===== config.mk =====
export PLATFORM = sky130hd
export DESIGN_NAME = fadd_hp_sched_flat
export DESIGN_NICKNAME = d
export VERILOG_FILES = /design/src/rtl/fadd_hp_sched_if.sv /design/src/rtl/fadd_hp_sched.sv /design/src/flat_wrapper.sv
export SDC_FILE = /design/constraint.sdc
export NUM_CORES = 1
export LEC_CHECK = 0
export BUFFER_PORTS_ARGS = -buffer_cell sky130_fd_sc_hd__buf_4
export CELL_PAD_IN_SITES_DETAIL_PLACEMENT = 1
export CELL_PAD_IN_SITES_GLOBAL_PLACEMENT = 1
export CORE_MARGIN = 2
export CORE_UTILIZATION = 25
export CTS_CLUSTER_SIZE = 8
export DETAILED_ROUTE_END_ITERATION = 16
export GPL_TIMING_DRIVEN = 0
export PLACE_DENSITY_LB_ADDON = 0.1
export REMOVE_ABC_BUFFERS = 1
export SYNTH_ARGS = -nofsm -noshare
export SYNTH_HDL_FRONTEND = slang
export SYNTH_SLANG_ARGS = --single-unit

===== constraint.sdc =====
create_clock -name clk -period 1.7 [get_ports clk]
set_input_delay 0.34 -clock clk [delete_from_list [all_inputs] [get_ports clk]]
set_output_delay 0.34 -clock clk [all_outputs]
set_load 0.02 [all_outputs]

===== src/rtl/fadd_hp_sched_if.sv =====
// Signal bundle between fadd_hp_sched, its FP16 clients, the shared adder
// and the result consumer.
//
// Handshake rule for every valid/ready pair (req_valid[i]/req_ready[i] and
// resp_valid/resp_ready): a transfer happens on a rising clk edge where both
// valid and ready are 1. The sender keeps its payload stable while valid=1
// and ready=0. A requester may drop valid before ready and simply loses the
// grant. resp_valid, once raised, stays high with stable payload until taken.
interface fadd_hp_sched_if #(
    parameter int NUM_REQ = 2,
    parameter int ID_W    = 1
);
    logic [NUM_REQ-1:0]    req_valid;
    logic [NUM_REQ-1:0]    req_ready;
    logic [NUM_REQ-1:0]    req_add;
    logic [16*NUM_REQ-1:0] req_a;
    logic [16*NUM_REQ-1:0] req_b;

    logic                  fa_add;
    logic [15:0]           fa_a;
    logic [15:0]           fa_b;
    logic [15:0]           fa_sum;
    logic                  fa_ovf;
    logic                  fa_unf;

    logic                  resp_valid;
    logic                  resp_ready;
    logic [ID_W-1:0]       resp_id;
    logic [15:0]           resp_sum;
    logic                  resp_ovf;
    logic                  resp_unf;

    // Environment side: clients, adder instance and result consumer.
    modport master (
        output req_valid, req_add, req_a, req_b,
        input  req_ready,
        input  fa_add, fa_a, fa_b,
        output fa_sum, fa_ovf, fa_unf,
        input  resp_valid, resp_id, resp_sum, resp_ovf, resp_unf,
        output resp_ready
    );

    // Scheduler side.
    modport slave (
        input  req_valid, req_add, req_a, req_b,
        output req_ready,
        output fa_add, fa_a, fa_b,
        input  fa_sum, fa_ovf, fa_unf,
        output resp_valid, resp_id, resp_sum, resp_ovf, resp_unf,
        input  resp_ready
    );
endinterface


===== src/rtl/fadd_hp_sched.sv =====
// Round-robin scheduler sharing one combinational FP16 adder between NUM_REQ
// requesters. One operation in flight: grant in IDLE, hold operands for
// ADDER_LATENCY cycles in WAIT, present the captured result in RESP.
module fadd_hp_sched #(
    parameter int NUM_REQ       = 2,
    parameter int ADDER_LATENCY = 1,
    parameter int ID_W          = 1
) (
    input  logic                  clk,
    input  logic                  rst_n,
    fadd_hp_sched_if.slave        bus,
    output logic [1:0]            dbg_state
);

    typedef enum logic [1:0] {
        S_IDLE = 2'd0,
        S_WAIT = 2'd1,
        S_RESP = 2'd2
    } state_t;

    state_t              state;
    logic [ID_W-1:0]     rr_ptr;
    logic [3:0]          cnt;

    logic                op_add;
    logic [15:0]         op_a;
    logic [15:0]         op_b;

    logic                resp_valid_q;
    logic [ID_W-1:0]     resp_id_q;
    logic [15:0]         resp_sum_q;
    logic                resp_ovf_q;
    logic                resp_unf_q;

    logic                lo_found;
    logic [ID_W-1:0]     lo_idx;
    logic                hi_found;
    logic [ID_W-1:0]     hi_idx;
    logic                grant_found;
    logic [ID_W-1:0]     grant_idx;
    logic [ID_W-1:0]     ptr_next;

    logic                sel_add;
    logic [15:0]         sel_a;
    logic [15:0]         sel_b;
    logic [NUM_REQ-1:0]  req_ready_c;

    // Round-robin pick: lowest valid index at or above rr_ptr, otherwise
    // wrap around to the lowest valid index overall.
    always_comb begin
        lo_found = 1'b0;
        lo_idx   = '0;
        hi_found = 1'b0;
        hi_idx   = '0;
        for (int i = NUM_REQ - 1; i >= 0; i--) begin
            if (bus.req_valid[i]) begin
                lo_found = 1'b1;
                lo_idx   = ID_W'(i);
            end
            if (bus.req_valid[i] && (ID_W'(i) >= rr_ptr)) begin
                hi_found = 1'b1;
                hi_idx   = ID_W'(i);
            end
        end
        grant_found = lo_found;
        grant_idx   = hi_found ? hi_idx : lo_idx;
        ptr_next    = (grant_idx == ID_W'(NUM_REQ - 1)) ? '0 : grant_idx + ID_W'(1);
    end

    // Operand mux for the granted requester.
    always_comb begin
        sel_add = 1'b0;
        sel_a   = '0;
        sel_b   = '0;
        for (int i = 0; i < NUM_REQ; i++) begin
            if (grant_idx == ID_W'(i)) begin
                sel_add = bus.req_add[i];
                sel_a   = bus.req_a[16*i +: 16];
                sel_b   = bus.req_b[16*i +: 16];
            end
        end
    end

    // Grant strobe: only in IDLE, and forced low while reset is asserted so
    // no accept is advertised before the first edge after reset.
    always_comb begin
        req_ready_c = '0;
        for (int i = 0; i < NUM_REQ; i++) begin
            req_ready_c[i] = rst_n && (state == S_IDLE) && grant_found &&
                             (grant_idx == ID_W'(i));
        end
    end

    // Control FSM with registered operands and response.
    always_ff @(posedge clk or negedge rst_n) begin
        if (!rst_n) begin
            state        <= S_IDLE;
            rr_ptr       <= '0;
            cnt          <= '0;
            op_add       <= 1'b0;
            op_a         <= '0;
            op_b         <= '0;
            resp_valid_q <= 1'b0;
            resp_id_q    <= '0;
            resp_sum_q   <= '0;
            resp_ovf_q   <= 1'b0;
            resp_unf_q   <= 1'b0;
        end else begin
            case (state)
                S_IDLE: begin
                    if (grant_found) begin
                        op_add    <= sel_add;
                        op_a      <= sel_a;
                        op_b      <= sel_b;
                        resp_id_q <= grant_idx;
                        rr_ptr    <= ptr_next;
                        cnt       <= 4'(ADDER_LATENCY);
                        state     <= S_WAIT;
                    end
                end
                S_WAIT: begin
                    // Adder has had ADDER_LATENCY cycles to settle on the
                    // held operands when cnt reaches 1.
                    if (cnt == 4'd1) begin
                        resp_sum_q   <= bus.fa_sum;
                        resp_ovf_q   <= bus.fa_ovf;
                        resp_unf_q   <= bus.fa_unf;
                        resp_valid_q <= 1'b1;
                        state        <= S_RESP;
                    end else begin
                        cnt <= cnt - 4'd1;
                    end
                end
                S_RESP: begin
                    if (bus.resp_ready) begin
                        resp_valid_q <= 1'b0;
                        state        <= S_IDLE;
                    end
                end
                default: begin
                    state <= S_IDLE;
                end
            endcase
        end
    end

    assign bus.req_ready  = req_ready_c;
    assign bus.fa_add     = op_add;
    assign bus.fa_a       = op_a;
    assign bus.fa_b       = op_b;
    assign bus.resp_valid = resp_valid_q;
    assign bus.resp_id    = resp_id_q;
    assign bus.resp_sum   = resp_sum_q;
    assign bus.resp_ovf   = resp_ovf_q;
    assign bus.resp_unf   = resp_unf_q;
    assign dbg_state      = state;

endmodule


===== src/flat_wrapper.sv =====
// flat-port wrapper written by rule: the top's interface ports become plain ports
module fadd_hp_sched_flat 
#(
    parameter int NUM_REQ       = 2,
    parameter int ADDER_LATENCY = 1,
    parameter int ID_W          = 1
)
  (clk, rst_n, dbg_state, bus_req_valid, bus_req_add, bus_req_a, bus_req_b, bus_req_ready, bus_fa_add, bus_fa_a, bus_fa_b, bus_fa_sum, bus_fa_ovf, bus_fa_unf, bus_resp_valid, bus_resp_id, bus_resp_sum, bus_resp_ovf, bus_resp_unf, bus_resp_ready);
  fadd_hp_sched_if #(.NUM_REQ(NUM_REQ), .ID_W(ID_W)) bus_i ();
  input  logic clk;
  input  logic rst_n;
  output logic [1:0] dbg_state;
  input wire logic [$bits(bus_i.req_valid)-1:0] bus_req_valid;
  input wire logic [$bits(bus_i.req_add)-1:0] bus_req_add;
  input wire logic [$bits(bus_i.req_a)-1:0] bus_req_a;
  input wire logic [$bits(bus_i.req_b)-1:0] bus_req_b;
  output wire logic [$bits(bus_i.req_ready)-1:0] bus_req_ready;
  output wire logic [$bits(bus_i.fa_add)-1:0] bus_fa_add;
  output wire logic [$bits(bus_i.fa_a)-1:0] bus_fa_a;
  output wire logic [$bits(bus_i.fa_b)-1:0] bus_fa_b;
  input wire logic [$bits(bus_i.fa_sum)-1:0] bus_fa_sum;
  input wire logic [$bits(bus_i.fa_ovf)-1:0] bus_fa_ovf;
  input wire logic [$bits(bus_i.fa_unf)-1:0] bus_fa_unf;
  output wire logic [$bits(bus_i.resp_valid)-1:0] bus_resp_valid;
  output wire logic [$bits(bus_i.resp_id)-1:0] bus_resp_id;
  output wire logic [$bits(bus_i.resp_sum)-1:0] bus_resp_sum;
  output wire logic [$bits(bus_i.resp_ovf)-1:0] bus_resp_ovf;
  output wire logic [$bits(bus_i.resp_unf)-1:0] bus_resp_unf;
  input wire logic [$bits(bus_i.resp_ready)-1:0] bus_resp_ready;
  assign bus_i.req_valid = bus_req_valid;
  assign bus_i.req_add = bus_req_add;
  assign bus_i.req_a = bus_req_a;
  assign bus_i.req_b = bus_req_b;
  assign bus_req_ready = bus_i.req_ready;
  assign bus_fa_add = bus_i.fa_add;
  assign bus_fa_a = bus_i.fa_a;
  assign bus_fa_b = bus_i.fa_b;
  assign bus_i.fa_sum = bus_fa_sum;
  assign bus_i.fa_ovf = bus_fa_ovf;
  assign bus_i.fa_unf = bus_fa_unf;
  assign bus_resp_valid = bus_i.resp_valid;
  assign bus_resp_id = bus_i.resp_id;
  assign bus_resp_sum = bus_i.resp_sum;
  assign bus_resp_ovf = bus_i.resp_ovf;
  assign bus_resp_unf = bus_i.resp_unf;
  assign bus_i.resp_ready = bus_resp_ready;
  fadd_hp_sched #(.NUM_REQ(NUM_REQ), .ADDER_LATENCY(ADDER_LATENCY), .ID_W(ID_W)) u_core (.clk(clk), .rst_n(rst_n), .bus(bus_i), .dbg_state(dbg_state));
endmodule

# --- Word-level counts from Yosys, hierarchy flattened ---
# Cells that the tools add are included.
# Widths: inputs -> output; s select.
totals:
  reg_bits: 60
  latchBits: 0
  mem_bits_rw: 0
  mem_bits_ro: 0
  inputBits: 89
  wordCells: 58
  mem_count: 0
classes:
  n_addsub: 2
  mul: 0
  n_div: 0
  magnitude_cmp: 2
  eq_ne: 7
  n_shift: 0
  mux: 21
  n_bitwise: 1
  reduce_logical: 14
op_table:
  columns: ["op", "n"]
  rows:
  - ["$mux 16", 2]
  - ["$mux 1", 11]
  - ["$reduce_and 3->1", 3]
  - ["$mux 4", 2]
  - ["$pmux 4 s2", 1]
  - ["$logic_and 1x1->1", 6]
  - ["$mux 2", 3]
  - ["$pmux 2 s3", 1]
  - ["$eq 4x1->1 const B", 1]
  - ["$ne 2x1->1 const B", 2]
  - ["$ne 2x2->1 const B", 2]
  - ["$reduce_and 2->1", 2]
  - ["$reduce_bool 2->1", 2]
  - ["$sub 4x1->4 const B", 1]
  - ["$eq 2x1->1 const B", 1]
  - ["$eq 2x2->1 const B", 1]
  - ["$ge 1x1->1 const A", 2]
  - ["$logic_not 2->1", 1]
  - ["$pmux 1 s2", 1]
  - ["$add 1x1->1 const B", 1]
  - ["$not 1->1", 1]

# --- Longest topological paths before layout ---
# Gate-level depths: netlist of the first run.
logic_depth:
  word_depth: 7
  ltp_mapped: 6
  ltp_nobuf: 5

# --- Worst setup path after synthesis of the first run ---
# No wires, ideal clock.
synth_timing:
  path_type: "flip-flop to output port"
  startpoint: "register u_core.state[0], in the netlist u_core.dbg_state[0]"
  endpoint: "output bus_req_ready[1]"
  arrival_time_ns: 1.511
  required_ns: 1.360
  setup_slack_ns: -0.151
  path_stages_with_launch: 7
  cell_sequence: "dfrtp_1 buf_4 nor2_4 and3_1 buf_2 buf_2 and2_1"
synth_between:
  elab_chain_cells: 4
synth_rtl:
  columns: ["element", "line_no", "text"]
  rows:
  - ["start, declared", "fadd_hp_sched.sv:21", "state_t state;"]
  - ["start signal, assigned", "fadd_hp_sched.sv:97", "state <= S_IDLE;"]
  - ["start signal, assigned", "fadd_hp_sched.sv:118", "state <= S_WAIT;"]
  - ["start signal, assigned", "fadd_hp_sched.sv:129", "state <= S_RESP;"]
  - ["$logic_not 2->1", "fadd_hp_sched.sv:89", "req_ready_c[i] = rst_n && (state == S_IDLE) && grant_found &&"]
  - ["$logic_and 1x1->1 (3 in a row)", "fadd_hp_sched.sv:89", null]
  - ["end, declared", "flat_wrapper.sv:17", "output wire logic [$bits(bus_i.req_ready)-1:0] bus_req_ready;"]
# Every way passes these cells.

# --- Worst setup path after layout of the first run ---
# Same ends and word-level chain as after synthesis.

==> results.sh, run 1 <==
export IMPL_startpoint_type="flip-flop"
export IMPL_yosys_top_cells_area="dfrtp_1, a221o_1, a21boi_0"
export IMPL_setup_viol=2
export IMPL_initial_utilization_pct=26.0
export IMPL_dr_pass1_iters=4
export IMPL_critPathMaxStageDelay_ns=0.44
export IMPL_synth_commonest_cells="dfrtp_1, a21boi_0, a221o_1, mux2_2, mux2_4"
export IMPL_layout_min_cycle_time_ns=1.74
export IMPL_multiInputGateArea_um2=1140
export IMPL_drive_gt1_share_pct=57.9
export IMPL_die_x_um=108
export IMPL_ys_seq_area_share_pct=55.5
export IMPL_critPathBufInv=1
export IMPL_yosysMostFrequentCell="dfrtp_1"
export IMPL_yosysWarningCount=0
export IMPL_synth_cell_types=33
export IMPL_worst_pin_slew_ns=0.666
export IMPL_clk_path_buf_depth=2
export IMPL_holdWs_ns=-0.000409
export IMPL_numPortBuffers=145
export IMPL_ir_drop_v=0.000723
export IMPL_first_global_vias=2653
export IMPL_async_flop_share_pct=100
export IMPL_power_density_nw_per_um2=2030
export IMPL_worstPathArrival_ns=1.40
export IMPL_syn2layout_area_growth_pct=56.2
export IMPL_fin_nets=451
export IMPL_detail_route_wirelength_um=10000
export IMPL_ys_flop_type="dfrtp_1"
export IMPL_power_leakage_nw=2.06
export IMPL_cts_buffers=9
export IMPL_hpwl_um=5790
export IMPL_tritoncts="built"
export IMPL_cp_data_required_time_ns=1.36
export IMPL_num_fill_cells=1154
export IMPL_htree_levels=3
export IMPL_path_cells="nor2_4 -> and3_4 -> and2_4 -> buf_6"
export IMPL_outcome="finished with violations"
export IMPL_core_um2=10400
export IMPL_synth_edf_count=0
export IMPL_die_h_um=108
export IMPL_fin_ws_ns=-0.0382
export IMPL_std_cell_rows=37
export IMPL_fin_crit_sh_pct=102
export IMPL_synth_seq_cells=60
export IMPL_hold_class="in -> async"
export IMPL_clock_skew_ns=0.00983
export IMPL_grt_max_degree=63
export IMPL_wl_per_cell_um=20.1
export IMPL_antenna_found_initial=0
export IMPL_synthCells=203
export IMPL_violations="negative hold slack, negative setup slack"
export IMPL_track_usage_pct=16.8
export IMPL_ant_nets=0
export IMPL_die_area_um2=11700
export IMPL_worstSetupEndpointType="primary output"
export IMPL_avgViaCountPerCell=4.83
export IMPL_initialDrtViolationCount=91
export IMPL_gr_total_overflow=0
export IMPL_rsz0062_at_grt="yes"
export IMPL_antenna_cells=0
export IMPL_setup_tns_ns=-0.0674
export IMPL_seq_area_um2=1500
export IMPL_synth_area_um2=2710
export IMPL_drv_cap=0
export IMPL_synth_area_leader_cell="dfrtp_1"
export IMPL_clk_pin_slew_ns=0.07
export IMPL_clock_latency_ns=0.32
export IMPL_hold_viol_final=1
export IMPL_clkSinkCount=60
export IMPL_critPathSlowestCell="dfrtp_2"
export IMPL_hold_buffers=0
export IMPL_root_buffer="clkbuf_8"
export IMPL_synth_top_area_share_pct=55.5
export IMPL_crit_type="reg -> out"
export IMPL_synth_avg_cell_area_um2=13.3
export IMPL_slew_violations=0
export IMPL_vias=2410
export IMPL_dpl_worst_slack_ns=-1.15
export IMPL_place_gp_congestion=0.684
export IMPL_fmax_mhz=575
export IMPL_ioPinCount=146
export IMPL_cp_top_family="simple AND/OR/NAND/NOR gates"
export IMPL_postPlaceCellArea_um2=3850
export IMPL_drt_drc_violations_left=0
export IMPL_crit_fanout=4
export IMPL_relSlewSlack_pct=55.6
export IMPL_grt_pass1_wl_um=14700
export IMPL_final_area_um2=4230
## cells in the final DEF, fill, tap and decap left out, drive strengths merged, types with 2 or more instances in the layout
cell | synthesis | routed
o21ai | 3 | 3
mux2 | 18 | 18
clkbuf | 7 | 12
dfrtp | 60 | 60
and3 | 2 | 4
nand2 | 6 | 7
inv | 4 | 4
a221o | 33 | 33
ha | 2 | 2
nor3 | 4 | 4
a21o | 2 | 2
a21oi | 2 | 2
and2 | 2 | 2
buf | 11 | 160
a21boi | 33 | 33
clkinv | 0 | 2
nor2 | 2 | 3
## path summary, 6_finish.rpt
kind                                startpoint                      to  slack [ns]  cells after the start
setup / recovery           u_core.dbg_state[0]        bus_req_ready[1]       -0.04                      4
hold / removal                           rst_n     u_core.bus.resp_ovf     -0.0004                      1
setup reg to reg           u_core.dbg_state[1]  u_core.bus.resp_sum[9]        0.04                      4
hold reg to reg             u_core.bus.resp_id      u_core.bus.resp_id        0.49                      1
max in group asynchronous                rst_n     u_core.dbg_state[0]        1.26                      1
min in group clk                bus_resp_ready     u_core.dbg_state[1]        0.18                      2
## area by class of cell
type,instances,share of cell area [%]
sequential,60,35.6
timing repair buffer,160,28.9
multi-input combinational,125,27.0
tap,136,4.02
clock buffer,12,3.91
inverter,4,0.355
clock inverter,2,0.237
## worst reg2reg max path: cells and delay by family, from the launching register on
| kind | cells | cell delay, ns |
|---|---|---|
| simple gates | 2 | 0.60 |
| flops | 1 | 0.44 |
| mux | 1 | 0.34 |
| buf+inv | 1 | 0.17 |
## registers in the layout, summed over array words and instances (netlist names), 2 cells and up
signal / flops
u_core.bus.fa_b: 16
u_core.bus.resp_sum: 16
u_core.dbg_state: 2
u_core.cnt: 4
u_core.bus.fa_a: 16
## where the power goes
| group | leakage, nW | internal (mW) | switching, mW |
|---|---|---|---|
| combinational | 1.23 | 2.39 | 2.49 |
| clock | 0.0941 | 0.628 | 0.538 |
| sequential | 0.729 | 2.14 | 0.413 |
## layer usage
metal  routed length [um]  up-vias  GRT usage [%]  share of wire [%]
li1                     -     1093              -                  -
met1                 4160     1196           20.3                 41
met2                 4840      114           28.7                 48
met3                  963        7           5.55                9.6
met4                   78        0           4.85               0.78
met5                    0        -              0                  0
## logic make-up (layout without fill, tap and decap cells)
logic type      count (synthesis)  count (layout)  synth area share, %
compound gates                 78              78                 24.4
simple gates                   22              26                 5.22
mux                            19              19                 9.11
flops                          60              60                 55.5
fa+ha+maj                       2               2                0.924
buf+inv                        22             178                 4.90
## through the flow
| stage | power [mW] | utilization [%] | cells | hold slack, ns |
|---|---|---|---|---|
| final | 8.60 | 40.6 | 499 | -0.000409 |
| after floorplan | 5.08 | - | 185 | 0.0444 |
| after global placement | 6.80 | 36.9 | 466 | 0.471 |
| after detailed placement | 6.85 | 37.0 | 466 | 0.480 |
| after CTS | 8.41 | 39.8 | 492 | 0.137 |
| after global routing | 9.12 | 40.6 | 499 | 0.0267 |
## timing repair
| item | in CTS | in global routing |
|---|---|---|
| pin swaps | 3 | 3 |
| buffers inserted | 9 | 6 |
| resized for setup | 10 | 7 |
| setup endpoints to repair | 56 | 39 |
| cloned | 3 | 1 |
No activity file was read; power rests on OpenSTA's default activity.
==> run 2: changes to the inputs <==
CORE_UTILIZATION = 34   (was 25)
clock period = 1.75 ns   (was 1.7 ns; I/O delays follow)
==> run 2 against run 1 <==
  * The flow finishes with violations (negative setup slack)
  * Setup slack worse by 0.082 ns
  * Hold slack improved by 0.098 ns
  * Via count increased by 0.33%
  * Design area barely moved
  * Critical path depth rose by 1
  * Largest cell class unchanged
  * Highest routed layer unchanged
==> results.sh, run 2 (synthesis gave the netlist of run 1 again) <==
export IMPL_outcome="finished with violations"
export IMPL_violations="negative setup slack"
export IMPL_cts_buffers=9
export IMPL_place_gp_congestion=0.695
export IMPL_std_cell_rows=32
export IMPL_path_cells="nor2_4 -> buf_6 -> and3_4 -> and2_4 -> buf_6"
export IMPL_initial_utilization_pct=35.0
export IMPL_startpoint="u_core.dbg_state[0]"
export IMPL_hold_class="in -> async"
export IMPL_hpwl_um=5330
export IMPL_clock_latency_ns=0.33
export IMPL_die_h_um=93.2
export IMPL_fin_nets=449
export IMPL_clock_skew_ns=0.00676
export IMPL_worst_pin_slew_ns=0.792
export IMPL_dp_cells=432
export IMPL_worstSetupEndpointType="primary output"
export IMPL_power_total_mw=8.61
export IMPL_core_um2=7730
export IMPL_slew_violations=0
export IMPL_critPathSlowestCell="dfrtp_2"
export IMPL_crit_type="reg -> out"
export IMPL_wl_per_cell_um=19.2
export IMPL_clk_path_buf_depth=2
export IMPL_clkSinkCount=60
export IMPL_root_buffer="clkbuf_8"
export IMPL_final_area_um2=4230
export IMPL_cp_top_family="simple AND/OR/NAND/NOR gates"
export IMPL_gr_total_overflow=0
export IMPL_tritoncts="built"
export IMPL_dpl_worst_slack_ns=-1.42
export IMPL_clkPwrFrac_pct=18.4
export IMPL_power_leakage_nw=2.07
export IMPL_power_frac_comb_pct=52.9
export IMPL_fin_ws_ns=-0.121
export IMPL_numPortBuffers=145
export IMPL_hold_viol_final=0
export IMPL_most_common_layout_cells="buf_4, dfrtp_1, a21boi_0, a221o_1, clkbuf_8"
export IMPL_detail_route_wirelength_um=8910
export IMPL_antenna_cells=0
export IMPL_track_usage_pct=21.0
export IMPL_antenna_found_initial=0
export IMPL_postPlaceCellArea_um2=3800
export IMPL_worstPathArrival_ns=1.52
export IMPL_pwr_share_seq_pct=28.7
export IMPL_vias=2418
export IMPL_setup_viol=2
export IMPL_crit_fanout=3
export IMPL_grt_max_degree=63
export IMPL_holdWs_ns=0.0976
export IMPL_rsz0062_at_grt="yes"
export IMPL_dr_pass1_iters=4
export IMPL_utilization_pct=54.7
export IMPL_power_density_nw_per_um2=2040
export IMPL_ir_drop_v=0.000702
export IMPL_critPathBufInv=2
export IMPL_switching_share_pct=37.8
export IMPL_die_x_um=93.2
export IMPL_critPathMaxStageDelay_ns=0.44
export IMPL_setup_tns_ns=-0.223
export IMPL_initialDrtViolationCount=49
export IMPL_drt_drc_violations_left=0
export IMPL_hold_buffers=0
export IMPL_p_int_mw=5.36
export IMPL_startpoint_type="flip-flop"
export IMPL_timing_rr_start="u_core.dbg_state[0]"
export IMPL_syn2layout_area_growth_pct=56.2
export IMPL_clk_pin_slew_ns=0.07
export IMPL_power_switching_mw=3.26
export IMPL_crit_top_cell="buf_6"
export IMPL_fin_cells=465
export IMPL_final_common_cell="buf_4"
export IMPL_die_area_um2=8690
export IMPL_ant_nets=0
export IMPL_htree_levels=3
export IMPL_drive_gt1_share_pct=56.7
export IMPL_ioPinCount=146
export IMPL_first_global_vias=2581
export IMPL_avgViaCountPerCell=5.20
export IMPL_layout_min_cycle_time_ns=1.87
export IMPL_cp_data_required_time_ns=1.40
export IMPL_relSlewSlack_pct=47.2
export IMPL_fmax_mhz=535
export IMPL_grt_pass1_wl_um=13900
export IMPL_drv_cap=0
export IMPL_fin_crit_sh_pct=107
-- run 2: path summary, 6_finish.rpt --
| kind | end | slack, ns | cells past startpoint |
|---|---|---|---|
| min in group clk | u_core.dbg_state[1] | 0.20 | 2 |
| worst min-delay path | u_core.cnt[3] | 0.1 | 1 |
| worst max-delay path | bus_req_ready[1] | -0.12 | 5 |
| worst max register to register | u_core.bus.fa_a[4] | 0.02 | 6 |
| max in group asynchronous | u_core.dbg_state[0] | 1.11 | 1 |
| worst min register to register | u_core.bus.resp_id | 0.49 | 1 |
-- run 2: repair_timing --
| action | CTS | global route |
|---|---|---|
| buffers inserted | 13 | 1 |
| cloned | 3 | 0 |
| gates resized for setup | 11 | 4 |
| pin swaps | 4 | 1 |
| setup endpoints to repair | 56 | 19 |
-- run 2: worst register-to-register path: stages, from the launching register on --
cell	delay, ns
dfrtp_2	0.44
nor2_4	0.17
buf_6	0.12
buf_4	0.09
buf_4	0.16
and3_2	0.48
a221o_1	0.23
-- run 2: power by group through the flow --
stage	logic [mW]	registers [mW]	clock network [mW]
final	4.55	2.48	1.59
after global routing	4.88	2.57	1.69
after CTS	4.53	2.48	1.61
after detailed placement	4.09	2.53	0
after global placement	4.04	2.50	0
after floorplan	1.70	3.23	0
-- run 2: cell type report --
type                    instances  area, um^2
flip-flops and latches         60        1500
clock buffers                  12         155
repair buffers                159        1210
well taps                     102         128
fillers                       842        3500
multi-input cells             124        1120
clock inverters                 4        95.1
inverters                       4        15.0
-- run 2: metal layers --
layer | vias up | track usage (%) | share of wire, %
li1 | 1089 | - | -
met1 | 1228 | 27.2 | 42
met2 | 92 | 34.1 | 50
met3 | 9 | 7.41 | 7.2
met4 | 0 | 4.78 | 0.71
met5 | - | 0 | 0
